`config.mk`:
```
export PLATFORM = sky130hd
export DESIGN_NAME = s2p_rx
export DESIGN_NICKNAME = d
export VERILOG_FILES = /design/src/rtl/s2p_pkg.sv /design/src/rtl/s2p_shifter.sv /design/src/rtl/s2p_rx.sv
export SDC_FILE = /design/constraint.sdc
export NUM_CORES = 1
export LEC_CHECK = 0
export ABC_AREA = 1
export BUFFER_PORTS_ARGS = -buffer_cell sky130_fd_sc_hd__buf_2
export CAP_MARGIN = 20
export CORE_UTILIZATION = 30
export DETAILED_ROUTE_END_ITERATION = 6
export PLACE_DENSITY = 0.58
export SLEW_MARGIN = 10
export SYNTH_ARGS = -nofsm -noshare
export SYNTH_HDL_FRONTEND = slang
export SYNTH_SLANG_ARGS = --single-unit
```
`constraint.sdc`:
```
create_clock -name srClock -period 0.87 [get_ports srClock]
set_input_delay 0.1305 -clock srClock [delete_from_list [all_inputs] [get_ports srClock]]
set_output_delay 0.1305 -clock srClock [all_outputs]
set_load 0.03 [all_outputs]
```
`src/rtl/s2p_pkg.sv`:
```
// Shared definitions for the serial-to-parallel link: state encoding, line levels
// and default payload width, reused by the matching transmitter.
package s2p_pkg;

    typedef enum logic [1:0] {
        StIdle,
        StData,
        StStop
    } s2p_state_e;

    localparam logic START_BIT = 1'b0;
    localparam logic STOP_BIT  = 1'b1;

    localparam int unsigned DEFAULT_WIDTH = 8;

endpackage

```
`src/rtl/s2p_shifter.sv`:
```
// WIDTH-bit shift-in register with enable; MsbFirst selects which end new bits enter.
module s2p_shifter #(
    parameter int unsigned Width    = 8,
    parameter bit          MsbFirst = 1'b1
) (
    input  logic             clk_i,
    input  logic             rst_i,
    input  logic             en_i,
    input  logic             bit_i,
    output logic [Width-1:0] q_o
);

    logic [Width-1:0] q_q, q_d;

    always_comb begin
        q_d = q_q;
        if (en_i) begin
            // MSB-first: earliest bit ends up at the top; LSB-first: at the bottom.
            if (MsbFirst) begin
                q_d = {q_q[Width-2:0], bit_i};
            end else begin
                q_d = {bit_i, q_q[Width-1:1]};
            end
        end
    end

    always_ff @(posedge clk_i) begin
        if (rst_i) begin
            q_q <= '0;
        end else begin
            q_q <= q_d;
        end
    end

    assign q_o = q_q;

endmodule

```
`src/rtl/s2p_rx.sv`:
```
// Serial frame receiver: start bit, WIDTH payload bits, stop bit, one bit per clock.
// Publishes the payload with a one-cycle valid pulse, or flags a bad stop bit.
module s2p_rx
    import s2p_pkg::*;
#(
    parameter int unsigned WIDTH     = DEFAULT_WIDTH,
    parameter bit          MSB_FIRST = 1'b1
) (
    input  logic             srClock,
    input  logic             rst,
    input  logic             dataIn,
    output logic [WIDTH-1:0] data,
    output logic             valid,
    output logic             frameErr,
    output logic             busy
);

    localparam int unsigned     CntW    = $clog2(WIDTH) + 1;
    localparam logic [CntW-1:0] LastBit = CntW'(WIDTH - 1);

    s2p_state_e       state_q, state_d;
    logic [CntW-1:0]  cnt_q, cnt_d;
    logic [WIDTH-1:0] data_q, data_d;
    logic             valid_q, valid_d;
    logic             ferr_q, ferr_d;
    logic             shift_en;
    logic [WIDTH-1:0] shift_q;

    s2p_shifter #(
        .Width   (WIDTH),
        .MsbFirst(MSB_FIRST)
    ) u_shifter (
        .clk_i(srClock),
        .rst_i(rst),
        .en_i (shift_en),
        .bit_i(dataIn),
        .q_o  (shift_q)
    );

    always_comb begin
        state_d  = state_q;
        cnt_d    = cnt_q;
        data_d   = data_q;
        valid_d  = 1'b0;
        ferr_d   = 1'b0;
        shift_en = 1'b0;
        unique case (state_q)
            StIdle: begin
                if (dataIn == START_BIT) begin
                    state_d = StData;
                    cnt_d   = '0;
                end
            end
            StData: begin
                shift_en = 1'b1;
                cnt_d    = cnt_q + 1'b1;
                if (cnt_q == LastBit) begin
                    state_d = StStop;
                end
            end
            StStop: begin
                // Return to idle either way so a start bit next cycle is accepted.
                state_d = StIdle;
                if (dataIn == STOP_BIT) begin
                    data_d  = shift_q;
                    valid_d = 1'b1;
                end else begin
                    ferr_d = 1'b1;
                end
            end
            default: state_d = StIdle;
        endcase
    end

    always_ff @(posedge srClock) begin
        if (rst) begin
            state_q <= StIdle;
            cnt_q   <= '0;
            data_q  <= '0;
            valid_q <= 1'b0;
            ferr_q  <= 1'b0;
        end else begin
            state_q <= state_d;
            cnt_q   <= cnt_d;
            data_q  <= data_d;
            valid_q <= valid_d;
            ferr_q  <= ferr_d;
        end
    end

    assign data     = data_q;
    assign valid    = valid_q;
    assign frameErr = ferr_q;
    assign busy     = (state_q != StIdle);

endmodule

```
======== Yosys cells after proc, flatten, opt, wreduce, memory -nomap -nowiden ========
Cells that the tools add are included.
word-level totals
  register bits ........................... 24
  logic and storage cells ................. 28
  output and inout bits ................... 11
cells by class
  eq/ne operators ......................... 5
  reduce and logical (&&, ||, !) cells .... 7
  muxes and demuxes ....................... 8
  bitwise operators ....................... 1
  add/sub/neg operators ................... 1
operator list
  kind                                                              count
  4-bit one-hot mux with 2 select lines                             1
  2-bit AND reduction                                               3
  4-bit by 1-bit adder with 4-bit output (second input constant)    1
  4-bit by 3-bit == test with 1-bit output (second input constant)  1
  2-bit two-way mux                                                 2
  4-bit two-way mux                                                 1
  2-bit != test (second input constant)                             2
  2-bit one-hot mux with 2 select lines                             1
  2-bit nonzero test                                                2
  1-bit two-way mux                                                 3
  2-bit by 1-bit == test with 1-bit output (second input constant)  1
  2-bit == test (second input constant)                             1
  2-bit zero test                                                   1
  2-bit OR reduction                                                1
  1-bit NOT                                                         1

======== Longest topological paths before layout ========
Gate-level depths: netlist of run 1.
  word-level depth ........................ 3
  gate-level depth with buffers ........... 7
  mapped depth without buffers ............ 6

======== By module ========
Synthesis of run 1 repeated with hierarchy kept, for this count alone.
second synthesis, totals
  cell total of the unflattened synthesis .. 127
  area total of the unflattened synthesis .. 968.4 µm²
modules (own cells, without submodules)
  module       times used  seq. area each (µm²)  area each (µm²)  cells each
  s2p_rx       1           320.3                 626.9            76
  s2p_shifter  1           160.2                 341.6            51

======== Least setup slack after synthesis of run 1 ========
Ideal clock, no wire load.
  kind .................................... reg-to-reg
  start ................................... register state_q[1]
  end ..................................... register data_q[0], in the netlist data[0]
  library setup time ...................... 0.132 ns
  clock period less this slack ............ 0.968 ns
  cell stages (with the launch flop) ...... 5
  slack ................................... -0.098 ns
  arrival time ............................ 0.835 ns
  buffers on the path ..................... 1
  data required time ...................... 0.738 ns
  cells stage by stage .................... dfxtp_1 -> buf_4 -> nand3_2 -> nand2_1 -> a21oi_1
on the way
  cells in the longest elaborated chain, start to end .. 2
ends and longest elaborated chain
  item                           RTL line      source
  start: declaration             s2p_rx.sv:21  s2p_state_e state_q, state_d;
  start signal: assignment       s2p_rx.sv:77  state_q <= StIdle;
  start signal: assignment       s2p_rx.sv:83  state_q <= state_d;
  2-bit == test                  s2p_rx.sv:47  unique case (state_q)
  2-bit AND reduction (no line)  -
  end signal: assignment         s2p_rx.sv:85  data_q <= data_d;
  end: declaration               s2p_rx.sv:23  logic [WIDTH-1:0] data_q, data_d;
No other way between the ends.
A chain may end at the register's enable or synchronous reset.

======== Final worst setup path of run 1 ========
  start ................................... register state_q[1]
  end ..................................... output port busy
on the way
  cells in the longest elaborated chain, start to end .. 1
ends and longest elaborated chain
  item                RTL line      source
  2-bit nonzero test  s2p_rx.sv:94  assign busy = (state_q != StIdle);
  end: declaration    s2p_rx.sv:15  output logic busy
No other way between the ends.

==> flow_summary.json, run 1 <==
{
  "status": "finished with violations",
  "violations": "negative setup slack",
  "post-route-min-period_ns": 1.18,
  "syn_inst": 122,
  "power.leakage_uw": 0.000580,
  "cts_num_sinks": 24,
  "hold_path.class": "input port to flip-flop",
  "grt_usage": 0.119,
  "antenna_found_initial": 0,
  "synth_fp_nets": 126,
  "finalSetupTns_ns": -4.45,
  "cts-root-buf": "clkbuf_4",
  "max_freq_mhz": 845,
  "vdd_drop_max_uv": 550,
  "boundaryPins": 14,
  "pre_cts_slack_ns": -0.130,
  "clk_pin_slew_ns": 0.13,
  "row_count": 20,
  "yosys.area.top_type": "dfxtp_1",
  "routed_wirelength_um": 1950,
  "power_density_nw_per_um2": 1760,
  "synth.avg_cell_area_um2": 7.76,
  "io_buffers": 13,
  "grt_max_degree": 15,
  "rrSetupSlack_ns": -0.23,
  "coreArea_um2": 3030,
  "finalSetupViolCount": 35,
  "grt.overflow.total": 0,
  "synth_edf_count": 0,
  "nNetsFinal": 154,
  "worstMarginPinSlew_ns": 0.259,
  "dr.pass1.iters": 4,
  "synth.top_cells.by_area": "dfxtp_1 (51%), nand2_1 (9.1%), nor2_1 (9.1%), a21oi_1 (5.3%), nand4_1 (5.3%)",
  "yosysMostFrequentCell": "dfxtp_1",
  "finalHoldViolCount": 0,
  "ant_nets": 0,
  "yosys.area.top_type_share": 0.507,
  "ys_warn_count": 0,
  "grt_pass1_vias": 779,
  "cp.required_ns": 0.74,
  "ys_seq_area_frac": 0.507,
  "crit_arrival_ns": 1.05,
  "maxSlewViolCount": 0,
  "drt-vias-per-instance": 4.54,
  "routed-via-count": 876,
  "totalPowerFinal_uw": 2490,
  "synth-main-ff-cell": "dfxtp_1",
  "initial_core_util": 0.313,
  "cts_buffers": 3,
  "drc": 0,
  "antenna_cells": 0,
  "dieWidth_um": 58.2,
  "htree_levels": 1,
  "yosysUniqueCellTypes": 21,
  "finClkSkew_ns": 0.00209,
  "drt_iter0_drc": 42,
  "clk_path_buf_depth": 2,
  "ys_top_cells_by_count": "dfxtp_1 (24), nand2_1 (23), nor2_1 (23), a21oi_1 (10), o21ai_0 (10)",
  "grt_pass1_wl_um": 3170,
  "path_class": "flip-flop to output port",
  "rsz0062_at_grt": "true",
  "cts_tree": "built",
  "critPathMaxFanout": 5,
  "slew_headroom": 0.827,
  "gp_congestion": 0.736,
  "period_share": 1.36,
  "max-cap-violations": 0,
  "critPathLaunchType": "flip-flop",
  "synthToLayoutAreaGrowth_pct": 49.5,
  "setup_slack_ns": -0.313,
  "detailed_place_hpwl_um": 1390,
  "ys_seq_elements": 24,
  "die_area_um2": 3390,
  "setup.worst_path.end_class": "output port",
  "synth_area_um2": 947,
  "drive_gt1_frac": 0.443,
  "final_util": 0.468,
  "wire_per_inst_um": 10.1,
  "async_reset_ff_frac": 0,
  "clk_latency_ns": 0.32,
  "die_h_um": 58.2
}
==> through the flow <==
stage                     area (um^2)  instances  hold WS [ns]
after floorplan                   960        122         0.202
after global placement           1140        184         0.429
after detailed placement         1140        184         0.426
after CTS                        1370        191        0.0683
after global routing             1420        193        0.0801
final                            1420        193        0.0797
==> worst max-delay path, stage by stage (launching register included) <==
cell,delay (ns)
dfxtp_2,0.36
buf_12,0.13
nor2_4,0.08
inv_2,0.04
buf_6,0.13
==> placed cells by master (no fill, tap or decap), drive strengths merged <==
cell	instances
a21boi	1
ha	1
nor2	24
nor4	1
nand2	24
nand3	2
o21ai	11
buf	29
dfxtp	24
bufinv	1
nand4	8
clkbuf	3
a21oi	10
inv	10
==> power breakdown <==
group / total, uW / leakage (uW) / switching (uW) / internal, uW
combinational: 464 / 0.000350 / 239 / 225
clock: 806 / 0.0000279 / 341 / 466
sequential: 1220 / 0.000201 / 57.4 / 1160
==> routing by layer <==
layer	vias up	share of wire	GRT usage	wire length, um
li1	456	-	-	-
met3	2	0.029	0.0134	57
met4	0	0.012	0.0510	24
met5	-	0	0	0
met1	396	0.43	0.138	845
met2	22	0.52	0.220	1020
==> timing repair <==
| action | CTS | global route |
|---|---|---|
| gates resized for setup | 57 | 8 |
| hold buffers | 0 | 0 |
| pin swaps | 16 | 2 |
| hold endpoints to repair | 0 | 0 |
| setup buffers | 3 | 2 |
| setup endpoints to repair | 33 | 35 |
==> sequential cells by signal, summed over array words and instances (netlist names) <==
signal and count:
u_shifter.q_o 8, frameErr 1, data 8, valid 1, cnt_q 4, state_q 2
==> cell type report <==
cell class	count	area, um^2
Inverter	10	47.5
Timing Repair Buffer	29	307
Clock buffer	3	22.5
Multi-Input combinational cell	82	457
Tap cell	44	55.1
Fill cell	294	1610
Sequential cell	24	498
Clock inverter	1	30.0
==> final timing paths <==
| path | endpoint | startpoint | cells past startpoint |
|---|---|---|---|
| max | busy | state_q[1] | 4 |
| min | frameErr | dataIn | 2 |
| max reg2reg | u_shifter.q_o[1] | state_q[0] | 6 |
| min reg2reg | data[4] | data[4] | 2 |
==> kinds of logic (layout without fill, tap and decap cells) <==
kind of cell / Yosys count / in the layout / synth area share
compound gates: 22 / 22 / 0.123
simple gates: 59 / 59 / 0.276
buf+inv: 16 / 43 / 0.0806
flops: 24 / 24 / 0.507
fa+ha+maj: 1 / 1 / 0.0132
Power figures use the tool's default switching activity.
==> run 2: changes to the inputs <==
--- a/config.mk
+++ b/config.mk
@@ -11,6 +11,7 @@
 export CORE_UTILIZATION = 30
 export DETAILED_ROUTE_END_ITERATION = 6
 export PLACE_DENSITY = 0.58
+export SETUP_SLACK_MARGIN = 0.5
 export SLEW_MARGIN = 10
 export SYNTH_ARGS = -nofsm -noshare
 export SYNTH_HDL_FRONTEND = slang
==> flow_summary.json, run 2 (synthesis results as in run 1) <==
{
  "io_buffers": 13,
  "routed_wirelength_um": 2140,
  "drt_iter0_drc": 18,
  "post-route-min-period_ns": 1.13,
  "violations": "negative setup slack",
  "nNetsFinal": 158,
  "setup_slack_ns": -0.255,
  "top_layer_used": "met4",
  "finalHoldViolCount": 0,
  "cp.required_ns": 1.11,
  "grt_pass1_wl_um": 3490,
  "coreArea_um2": 3030,
  "final_cell_mix": "nand2_1 (21), buf_6 (19), nor2_1 (17), dfxtp_1 (12), dfxtp_4 (12)",
  "drive_gt1_frac": 0.438,
  "antenna_found_initial": 0,
  "crit_path_frequent_cell": "buf_6",
  "drt-vias-per-instance": 4.50,
  "crit_arrival_ns": 1.37,
  "worstMarginPinSlew_ns": 0.311,
  "grt_max_degree": 15,
  "path_buf_inv": 4,
  "maxSlewViolCount": 0,
  "route.met2.wl_um": 1140,
  "wl_met1_um": 948,
  "wire_per_inst_um": 10.9,
  "stdcell_count": 197,
  "ant_nets": 0,
  "power.leakage_uw": 0.000583,
  "cp_slowest_cell": "dfxtp_4",
  "boundaryPins": 14,
  "hold_path.class": "input port to flip-flop",
  "antenna_cells": 0,
  "slew_headroom": 0.793,
  "finClkSkew_ns": 0.00244,
  "cp_top_family": "flip-flops",
  "die_area_um2": 3390,
  "clk_path_buf_depth": 2,
  "setup.worst_path.end_class": "flip-flop",
  "final_util": 0.479,
  "grt_usage": 0.137,
  "slowest_delay_ns": 0.39,
  "die_h_um": 58.2,
  "path_class": "flip-flop to flip-flop",
  "pre_cts_slack_ns": -0.144,
  "detailed_place_hpwl_um": 1350,
  "cts_buffers": 3,
  "status": "finished with violations",
  "max_freq_mhz": 889,
  "synthToLayoutAreaGrowth_pct": 53.2,
  "grt.overflow.total": 0,
  "max-cap-violations": 0,
  "rsz0062_at_grt": "true",
  "fin_area_um2": 1450,
  "critPathMaxFanout": 7,
  "cts_tree": "built",
  "initial_core_util": 0.313,
  "row_count": 20,
  "htree_levels": 1,
  "finalSetupViolCount": 35,
  "gp_congestion": 0.689,
  "dr.pass1.iters": 4,
  "totalPowerFinal_uw": 2450,
  "period_share": 1.29,
  "clk_pin_slew_ns": 0.13,
  "vdd_drop_max_uv": 652,
  "wl_met3_um": 28,
  "power_density_nw_per_um2": 1690,
  "placed_cell_area_um2": 1140,
  "drc": 0,
  "cts-root-buf": "clkbuf_4",
  "grt_pass1_vias": 834,
  "dieWidth_um": 58.2,
  "cts_num_sinks": 24,
  "dp.cells": 182,
  "path_cells": "buf_6 > inv_8 > buf_4 > buf_6 > nand4_1 > a21oi_1",
  "routed-via-count": 886,
  "clk_latency_ns": 0.31,
  "critPathLaunchType": "flip-flop",
  "layout_commonest_cell": "nand2_1"
}
run 2: changes by cell type in the layout (fill, tap and decap cells not counted), sizes merged:
cell | previous run | this run
nand3 | 2 | 3
buf | 29 | 32
run 2: power by group:
group | switching (uW) | internal, uW | leakage [uW]
Sequential | 54.1 | 1130 | 0.000205
Clock | 332 | 466 | 0.0000279
Combinational | 246 | 218 | 0.000350
Total | 633 | 1810 | 0.000583
run 2: path summary, 6_finish.rpt:
| kind | start | endpoint | slack, ns | cells after the start |
|---|---|---|---|---|
| max | state_q[0] | data[4] | -0.26 | 6 |
| min | rst | state_q[1] | 0.11 | 4 |
| max reg2reg | state_q[0] | data[4] | -0.26 | 6 |
| min reg2reg | state_q[0] | frameErr | 0.46 | 1 |
run 2: cell type report:
| cell class | instances | area, um^2 |
|---|---|---|
| clock inverters | 1 | 30.0 |
| inverters | 10 | 47.5 |
| repair buffers | 32 | 307 |
| flip-flops and latches | 24 | 526 |
| fillers | 288 | 1580 |
| multi-input cells | 83 | 464 |
| well taps | 44 | 55.1 |
| clock buffers | 3 | 22.5 |
run 2: worst reg2reg max path, cell delays in order (launching register included):
cell	delay, ns
dfxtp_4	0.39
buf_6	0.13
inv_8	0.06
buf_4	0.10
buf_6	0.10
nand4_1	0.10
a21oi_1	0.17
run 2: stage by stage:
stage                     hold WS [ns]  setup TNS [ns]
after detailed placement         0.462           -1.76
after floorplan                  0.192          -0.226
after CTS                       0.0977           -4.99
after global placement           0.454           -1.55
final                            0.114           -5.29
after global routing             0.112           -7.00
run 2: timing repair:
| item | CTS | global route |
|---|---|---|
| pin swaps | 17 | 15 |
| cloned | 1 | 0 |
| resized for setup | 44 | 8 |
| endpoints found under the setup margin | 35 | 35 |
| hold buffers | 0 | 0 |
| setup buffers | 7 | 3 |
run 2: metal layers:
metal,vias to the layer above,GRT usage
met5,-,0
met4,0,0.0816
met3,3,0.0134
met2,15,0.255
met1,401,0.149
li1,467,-
